--- src/rtl/gossamer_tx_if.sv ---
// Link bundle between the dibit framer and its client/receiver.
// The framer uses the master view; the environment uses the slave view.
interface gossamer_tx_if #(
    parameter int DATA_W = 8
);
    logic [DATA_W-1:0] tx_data;
    logic              tx_valid;
    logic              tx_ready;
    logic              disconnection;
    logic [1:0]        gossamer;
    logic              two_guitars;
    logic              nothing_of_note;
    logic              tx_done;
    logic              tx_error;
    logic              busy;

    modport master (
        input  tx_data, tx_valid, nothing_of_note,
        output tx_ready, disconnection, gossamer, two_guitars, tx_done, tx_error, busy
    );

    modport slave (
        output tx_data, tx_valid, nothing_of_note,
        input  tx_ready, disconnection, gossamer, two_guitars, tx_done, tx_error, busy
    );
endinterface

--- src/rtl/gossamer_tx.sv ---
// Dibit link framer: start marker, MSB-first 2-bit symbols, then a bounded
// wait for acknowledge with a fixed number of retransmissions.
module gossamer_tx #(
    parameter int DATA_W      = 8,
    parameter int ACK_TIMEOUT = 16,
    parameter int MAX_RETRY   = 3
) (
    input  logic          clk,
    input  logic          resetb,
    gossamer_tx_if.master lnk
);
    localparam int NSYM = DATA_W / 2;
    localparam int SCW  = $clog2(NSYM) + 1;
    localparam int TCW  = $clog2(ACK_TIMEOUT) + 1;
    localparam int RCW  = $clog2(MAX_RETRY + 1) + 1;

    typedef enum logic [1:0] {IDLE, START, SHIFT, WAIT_ACK} state_t;

    state_t            state, state_nxt;
    logic [DATA_W-1:0] word;
    logic [DATA_W-1:0] sr;
    logic [SCW-1:0]    scnt;
    logic [TCW-1:0]    tcnt;
    logic [RCW-1:0]    rcnt;
    logic              done_q, err_q;
    logic              done_nxt, err_nxt;
    logic              accept, last_sym, timeout, can_retry;
    logic              ready_c, disc_c, tg_c;
    logic [1:0]        sym_c;

    assign ready_c   = (state == IDLE) && !resetb;
    assign last_sym  = (scnt == SCW'(NSYM - 1));
    assign timeout   = (tcnt == TCW'(ACK_TIMEOUT - 1));
    assign can_retry = (rcnt < RCW'(MAX_RETRY));

    always_ff @(posedge clk) begin
        if (resetb) state <= IDLE;
        else        state <= state_nxt;
    end

    always_comb begin
        state_nxt = state;
        done_nxt  = 1'b0;
        err_nxt   = 1'b0;
        accept    = 1'b0;
        disc_c    = 1'b0;
        tg_c      = 1'b0;
        sym_c     = 2'b00;
        case (state)
            IDLE: begin
                if (lnk.tx_valid && ready_c) begin
                    accept    = 1'b1;
                    state_nxt = START;
                end
            end
            START: begin
                disc_c    = 1'b1;
                state_nxt = SHIFT;
            end
            SHIFT: begin
                tg_c  = 1'b1;
                sym_c = sr[DATA_W-1 -: 2];
                if (last_sym) state_nxt = WAIT_ACK;
            end
            WAIT_ACK: begin
                // An ack in the final timeout cycle still completes the frame.
                if (lnk.nothing_of_note) begin
                    state_nxt = IDLE;
                    done_nxt  = 1'b1;
                end else if (timeout) begin
                    if (can_retry) begin
                        state_nxt = START;
                    end else begin
                        state_nxt = IDLE;
                        err_nxt   = 1'b1;
                    end
                end
            end
            default: state_nxt = IDLE;
        endcase
    end

    always_ff @(posedge clk) begin
        if (resetb) begin
            word   <= '0;
            sr     <= '0;
            scnt   <= '0;
            tcnt   <= '0;
            rcnt   <= '0;
            done_q <= 1'b0;
            err_q  <= 1'b0;
        end else begin
            done_q <= done_nxt;
            err_q  <= err_nxt;
            case (state)
                IDLE: begin
                    if (accept) begin
                        word <= lnk.tx_data;
                        sr   <= lnk.tx_data;
                        rcnt <= '0;
                    end
                end
                START: begin
                    // Reload from the held copy so every retry resends the same word.
                    sr   <= word;
                    scnt <= '0;
                end
                SHIFT: begin
                    sr   <= sr << 2;
                    scnt <= scnt + SCW'(1);
                    if (last_sym) tcnt <= '0;
                end
                WAIT_ACK: begin
                    tcnt <= tcnt + TCW'(1);
                    if (!lnk.nothing_of_note && timeout && can_retry)
                        rcnt <= rcnt + RCW'(1);
                end
                default: ;
            endcase
        end
    end

    assign lnk.tx_ready      = ready_c;
    assign lnk.disconnection = disc_c;
    assign lnk.gossamer      = sym_c;
    assign lnk.two_guitars   = tg_c;
    assign lnk.tx_done       = done_q;
    assign lnk.tx_error      = err_q;
    assign lnk.busy          = (state != IDLE);
endmodule

--- src/flat_wrapper.sv ---
// flat-port wrapper written by rule: the top's interface ports become plain ports
module gossamer_tx_flat 
#(
    parameter int DATA_W      = 8,
    parameter int ACK_TIMEOUT = 16,
    parameter int MAX_RETRY   = 3
)
  (clk, resetb, lnk_tx_data, lnk_tx_valid, lnk_nothing_of_note, lnk_tx_ready, lnk_disconnection, lnk_gossamer, lnk_two_guitars, lnk_tx_done, lnk_tx_error, lnk_busy);
  gossamer_tx_if #(.DATA_W(DATA_W)) lnk_i ();
  input  logic clk;
  input  logic resetb;
  input wire logic [$bits(lnk_i.tx_data)-1:0] lnk_tx_data;
  input wire logic [$bits(lnk_i.tx_valid)-1:0] lnk_tx_valid;
  input wire logic [$bits(lnk_i.nothing_of_note)-1:0] lnk_nothing_of_note;
  output wire logic [$bits(lnk_i.tx_ready)-1:0] lnk_tx_ready;
  output wire logic [$bits(lnk_i.disconnection)-1:0] lnk_disconnection;
  output wire logic [$bits(lnk_i.gossamer)-1:0] lnk_gossamer;
  output wire logic [$bits(lnk_i.two_guitars)-1:0] lnk_two_guitars;
  output wire logic [$bits(lnk_i.tx_done)-1:0] lnk_tx_done;
  output wire logic [$bits(lnk_i.tx_error)-1:0] lnk_tx_error;
  output wire logic [$bits(lnk_i.busy)-1:0] lnk_busy;
  assign lnk_i.tx_data = lnk_tx_data;
  assign lnk_i.tx_valid = lnk_tx_valid;
  assign lnk_i.nothing_of_note = lnk_nothing_of_note;
  assign lnk_tx_ready = lnk_i.tx_ready;
  assign lnk_disconnection = lnk_i.disconnection;
  assign lnk_gossamer = lnk_i.gossamer;
  assign lnk_two_guitars = lnk_i.two_guitars;
  assign lnk_tx_done = lnk_i.tx_done;
  assign lnk_tx_error = lnk_i.tx_error;
  assign lnk_busy = lnk_i.busy;
  gossamer_tx #(.DATA_W(DATA_W), .ACK_TIMEOUT(ACK_TIMEOUT), .MAX_RETRY(MAX_RETRY)) u_core (.clk(clk), .resetb(resetb), .lnk(lnk_i));
endmodule
--- config.mk ---
export PLATFORM = sky130hd
export DESIGN_NAME = gossamer_tx_flat
export DESIGN_NICKNAME = d
export VERILOG_FILES = /design/src/rtl/gossamer_tx_if.sv /design/src/rtl/gossamer_tx.sv /design/src/flat_wrapper.sv
export SDC_FILE = /design/constraint.sdc
export NUM_CORES = 1
export LEC_CHECK = 0
export BUFFER_PORTS_ARGS = -buffer_cell sky130_fd_sc_hd__buf_2
export CORE_ASPECT_RATIO = 2
export CORE_MARGIN = 2
export CORE_UTILIZATION = 30
export DETAILED_ROUTE_END_ITERATION = 8
export PLACE_DENSITY = 0.52
export REMOVE_ABC_BUFFERS = 1
export SYNTH_ARGS = -nofsm -noshare
export SYNTH_HDL_FRONTEND = slang
export SYNTH_SLANG_ARGS = --single-unit
--- constraint.sdc ---
create_clock -name clk -period 5 [get_ports clk]
set_input_delay 0.25 -clock clk [delete_from_list [all_inputs] [get_ports clk]]
set_output_delay 0.25 -clock clk [all_outputs]
set_load 0.03 [all_outputs]
Word level (Yosys, flattened, before mapping)
Index checks and enable logic that the tools add are counted.
{ "op_classes": {"add_sub_neg": 3, "magnitude_cmp": 1, "n_eq_ne": 10, "muxes": 21, "n_bitwise": 2, "n_reduce_logical": 19} }
{ "op_table": {"columns": ["op", "n"], "rows": [
  ["8-bit case mux with 3 select lines", 1],
  ["3-bit case mux with 2 select lines", 2],
  ["2-bit 2-to-1 mux", 5],
  ["5-bit case mux with 2 select lines", 1],
  ["8-bit 2-to-1 mux", 1],
  ["2-bit case mux with 4 select lines", 1],
  ["2-bit nonzero test", 4],
  ["1-bit 2-to-1 mux", 7],
  ["3-bit by 1-bit adder with 3-bit output (second input constant)", 2],
  ["3-bit 2-to-1 mux", 2],
  ["2-bit by 1-bit inequality test with 1-bit output (second input constant)", 3],
  ["2-bit AND reduction", 3],
  ["3-bit AND reduction", 2],
  ["5-bit by 1-bit adder with 5-bit output (second input constant)", 1],
  ["5-bit by 4-bit == test with 1-bit output (second input constant)", 1],
  ["5-bit 2-to-1 mux", 1],
  ["2-bit == test (second input constant)", 2],
  ["1-bit logical AND", 4],
  ["4-bit OR reduction", 1],
  ["3-bit by 2-bit == test with 1-bit output (second input constant)", 1],
  ["3-bit by 2-bit less-than comparator with 1-bit output (second input constant)", 1],
  ["3-bit by 2-bit inequality test with 1-bit output (second input constant)", 1],
  ["3-bit nonzero test", 1],
  ["2-bit by 1-bit == test with 1-bit output (second input constant)", 1],
  ["5 further kinds", 7]
]} }
{ "totals": {"register_bits": 31, "out_inout_bits": 8, "elab_cells": 64} }

Longest topological paths before layout
{ "logic_depth": {"word_depth": 7, "ltp_mapped": 7} }

Worst setup path after synthesis
OpenSTA, ideal clock, no wires.
{ "synth_timing": {"path_type": "register to register", "start": "reg u_core.state[1]", "end": "reg u_core.state[0]", "setup_ns": 0.087, "arrival_ns": 1.569, "required_ns": 4.913, "slack_ns": 3.344, "stages_incl_launch_ff": 7, "path_buffers": 0, "synth_period_minus_slack_ns": 1.656, "cell_sequence": "dfxtp_1 -> inv_1 -> ha_1 -> inv_1 -> o221ai_1 -> or3_1 -> o31ai_1"} }
{ "synth_between": {"elab_chain_cells": 5, "elab_cells_between_ends": 11, "cone_classes": "6 x eq/ne; 1 x mux; 4 x reduce/logical"} }
{ "synth_lines": {"columns": ["item", "line", "rtl"], "rows": [
  ["start: declaration", "gossamer_tx.sv:19", "state_t state, state_nxt;"],
  ["start signal: assignment", "gossamer_tx.sv:38", "else state <= state_nxt;"],
  ["2-bit zero test", "gossamer_tx.sv:31, gossamer_tx.sv:49", null],
  ["1-bit logical AND", "gossamer_tx.sv:31", "assign ready_c = (state == IDLE) && !resetb;"],
  ["1-bit logical AND", "gossamer_tx.sv:51", "if (lnk.tx_valid && ready_c) begin"],
  ["2-bit inequality test (no line)", null, null],
  ["3-bit AND reduction (no line)", null, null]
]} }
Several ways; a longest one is shown, not always the timed one.
A chain may end at the register's enable or synchronous reset.

Worst setup path after layout
{ "layout_timing": {"start": "reg u_core.state[1]", "end": "reg u_core.sr[3]"} }
{ "layout_between": {"elab_chain_cells": 7, "elab_cells_between_ends": 11, "cone_classes": "3 x eq/ne; 3 x mux; 5 x reduce/logical"} }
{ "layout_lines": {"columns": ["item", "line", "rtl"], "rows": [
  ["2-bit zero test", "gossamer_tx.sv:31, gossamer_tx.sv:49, gossamer_tx.sv:95", null],
  ["1-bit logical AND", "gossamer_tx.sv:31", null],
  ["1-bit logical AND", "gossamer_tx.sv:51", null],
  ["1-bit 2-to-1 mux", "gossamer_tx.sv:51", null],
  ["1-bit 2-to-1 mux", "gossamer_tx.sv:49", "case (state)"],
  ["2-bit by 1-bit inequality test with 1-bit output (no line)", null, null],
  ["2-bit AND reduction (no line)", null, null],
  ["end signal: assignment", "gossamer_tx.sv:99", "sr <= lnk.tx_data;"],
  ["end signal: assignment", "gossamer_tx.sv:105", "sr <= word;"],
  ["end signal: assignment", "gossamer_tx.sv:109", "sr <= sr << 2;"],
  ["end: declaration", "gossamer_tx.sv:21", "logic [DATA_W-1:0] sr;"]
]} }
Several ways; a longest one is shown, not always the timed one.

==> metrics.cfg <==
[critical_path]
critical_path.top_delay_family = adder cells
cp-start-kind = flop
critPathMaxStageDelay_ns = 0.64
crit_required_ns = 5.22
r2r-start = u_core.state[1]
worstPathArrival_ns = 2.36
cp.depth = 5
worst-setup-path-type = flop to flop
cp_max_fo = 16
crit_end = u_core.sr[3]
end_kind = flop
rr_worst_depth = 5
crit_chain = inv_1 -> ha_1 -> mux2i_2 -> or3_1 -> a21oi_1
reg2reg_to = u_core.sr[3]
rrSetupSlack_ns = 2.86
slowest_stage = ha_1
startpoint = u_core.state[1]
crit_buf_inv = 1

[drt]
routed_wl_um = 3800
drc = 0
vias = 1352
post_drt_wl_per_cell_um = 14.6
antenna_left = 0
firstDrtPassIters = 4
drtIter0Drc = 23
viasPerCell = 5.20

[logic_synthesis]
yosys_register_bits = 31
seq_area_frac_synth = 0.397
yosysMostFrequentCell = dfxtp_1
syn_area_per_cell_sq_um = 8.40
synth_common_cells = 31 x dfxtp_1, 23 x a21oi_1, 20 x nand2_1, 16 x nor2_1
yosysWarnings = 0
syn_area_sq_um = 1560
synth_edf_count = 0
synth_area_leaders = dfxtp_1 40%, ha_1 8.0%, a21oi_1 7.4%, nand2_1 4.8%, nor2_1 3.8%
synthCells = 186
synthDistinctLibCells = 39
ys.flop_type = dfxtp_1
async_flop_share = 0
yosysTopAreaCell = dfxtp_1
synth_top_cell_area_share = 0.397

[grt]
antenna_found_initial = 0
grt_pass1_vias = 1213
grt_overflow = 0
grt_max_degree = 36
grt_usage = 0.145
grt_pass1_wl_um = 5950

[clock_tree]
cts_root_buffer = clkbuf_8
post_cts_buffers = 0
tritoncts = yes
insertion_delay_ns = 0.29
cts_resized = 0
cts_max_level = 2
clock_sinks = 31
path_clk_slew_ns = 0.07
hold_buffers = 0
cts.path.max_buffers = 2
numCtsBuffers = 5

[floorplan]
io_pins = 20
die_h_um = 106
core.rowCount = 37
dieArea_sq_um = 5830
die_w_um = 55.0
start_util = 0.307
core_area_sq_um = 5090

[hold_path]
hold_start = lnk_tx_data[5]
min_path_type = primary input to flop
holdPathStages = 3

[timing]
clock_skew_ns = 0.00396
grt_setup_unrepaired = no
fin_crit_ns = 2.14
whs_ns = 0.225
tns_ns = 0
hold_viol = 0
fin_ws_ns = 2.86
worstMarginPinSlew_ns = 0.716
fmax_mhz = 467
slew_headroom = 0.513
drv_slew = 0
period_share = 0.428
final-setup-viol-count = 0

[placed_design]
port_buffers = 19
dp.final_hpwl_um = 2670
gp_congestion = 0.754
placed_area_sq_um = 1660
pre_cts_slack_ns = 2.86

[pwr]
power.leakage_nw = 0.711
intPower_w = 0.000598
netSwitchingPower_w = 0.000413
power_w = 0.00101
p_comb_frac = 0.427
p_sw_frac = 0.409
vdd_drop_max_v = 0.000293
p_seq_frac = 0.315
p_per_area_nw_per_um2 = 568
clkPwrFrac = 0.258

[layout]
drive_above_1_share = 0.173
finalNetCount = 223
stdcell_area_sq_um = 1780
area_growth_pct = 14.1
antenna_cells = 0
fillerInstances = 577

[job]
drv_cap = 0

[run_status]
outcome = complete, no violations

## sequential cells by signal (all words and copies together) (netlist names)
| register | flops |
|---|---|
| u_core.sr | 8 |
| u_core.word | 8 |
| u_core.tcnt | 5 |
| u_core.rcnt | 3 |
| u_core.scnt | 3 |
| u_core.state | 2 |
| u_core.lnk.tx_done | 1 |
| u_core.lnk.tx_error | 1 |
## power by group through the flow
| stage | clock network (W) | logic, W | registers, W |
|---|---|---|---|
| finish | 0.000261 | 0.000432 | 0.000318 |
| global placement | 0 | 0.000428 | 0.000324 |
| CTS | 0.000267 | 0.000433 | 0.000318 |
| floorplan | 0 | 0.000321 | 0.000316 |
| detailed placement | 0 | 0.000432 | 0.000324 |
| global route | 0.000274 | 0.000475 | 0.000323 |
## metal layers
metal | GRT usage | vias to the layer above | share of wire
li1 | - | 693 | -
met4 | 0.0767 | 0 | 0.027
met5 | 0 | - | 0
met2 | 0.234 | 33 | 0.54
met1 | 0.163 | 618 | 0.39
met3 | 0.0421 | 8 | 0.043
## stage by stage
stage          instances   util
2_1_floorplan        175      -
3_3_place_gp         252  0.327
3_5_place_dp         252  0.327
4_1_cts              260  0.350
5_1_grt              260  0.350
6_report             260  0.350
## how the worst min path moves through the flow
stage	slack, ns	endpoint
final	0.23	u_core.word[5]
after global routing	0.24	u_core.word[5]
after CTS	0.22	u_core.word[5]
after detailed placement	0.44	u_core.sr[4]
after global placement	0.44	u_core.sr[7]
after floorplan	0.32	u_core.rcnt[0]
## tightest hold or removal path: stages
cell and delay [ns]:
buf_2 0.11, nand3_1 0.06, a21oi_1 0.05
## cell families (layout without fill, tap and decap cells)
| logic type | count (synthesis) | count (layout) | share of synthesized area |
|---|---|---|---|
| flops | 31 | 31 | 0.397 |
| simple gates | 77 | 77 | 0.256 |
| buf+inv | 19 | 35 | 0.0609 |
| fa+ha+maj | 10 | 10 | 0.0801 |
| compound gates | 47 | 47 | 0.191 |
| mux | 2 | 2 | 0.0152 |
## placed cells by master, fill, tap and decap left out, types with 2 or more instances in the layout
cell type,count
nor3_1,4
a31oi_1,2
nor2b_1,3
or3_1,8
o21ai_0,4
clkbuf_8,6
a21oi_1,23
and2_1,3
nand3_1,10
a211oi_1,4
inv_1,7
nand2_1,20
buf_2,19
nor2_1,16
a221oi_1,6
dfxtp_1,31
and3_2,2
ha_1,10
nand2b_1,4
## area by class of cell
class	instances	area, sq um	area share
Timing Repair Buffer	19	95.1	0.0534
Multi-Input combinational cell	136	846	0.475
Tap cell	58	72.6	0.0407
Sequential cell	31	621	0.348
Clock inverter	2	35.0	0.0197
Clock buffer	6	82.6	0.0463
Inverter	8	30.0	0.0169
No activity file was read; power rests on OpenSTA's default activity.
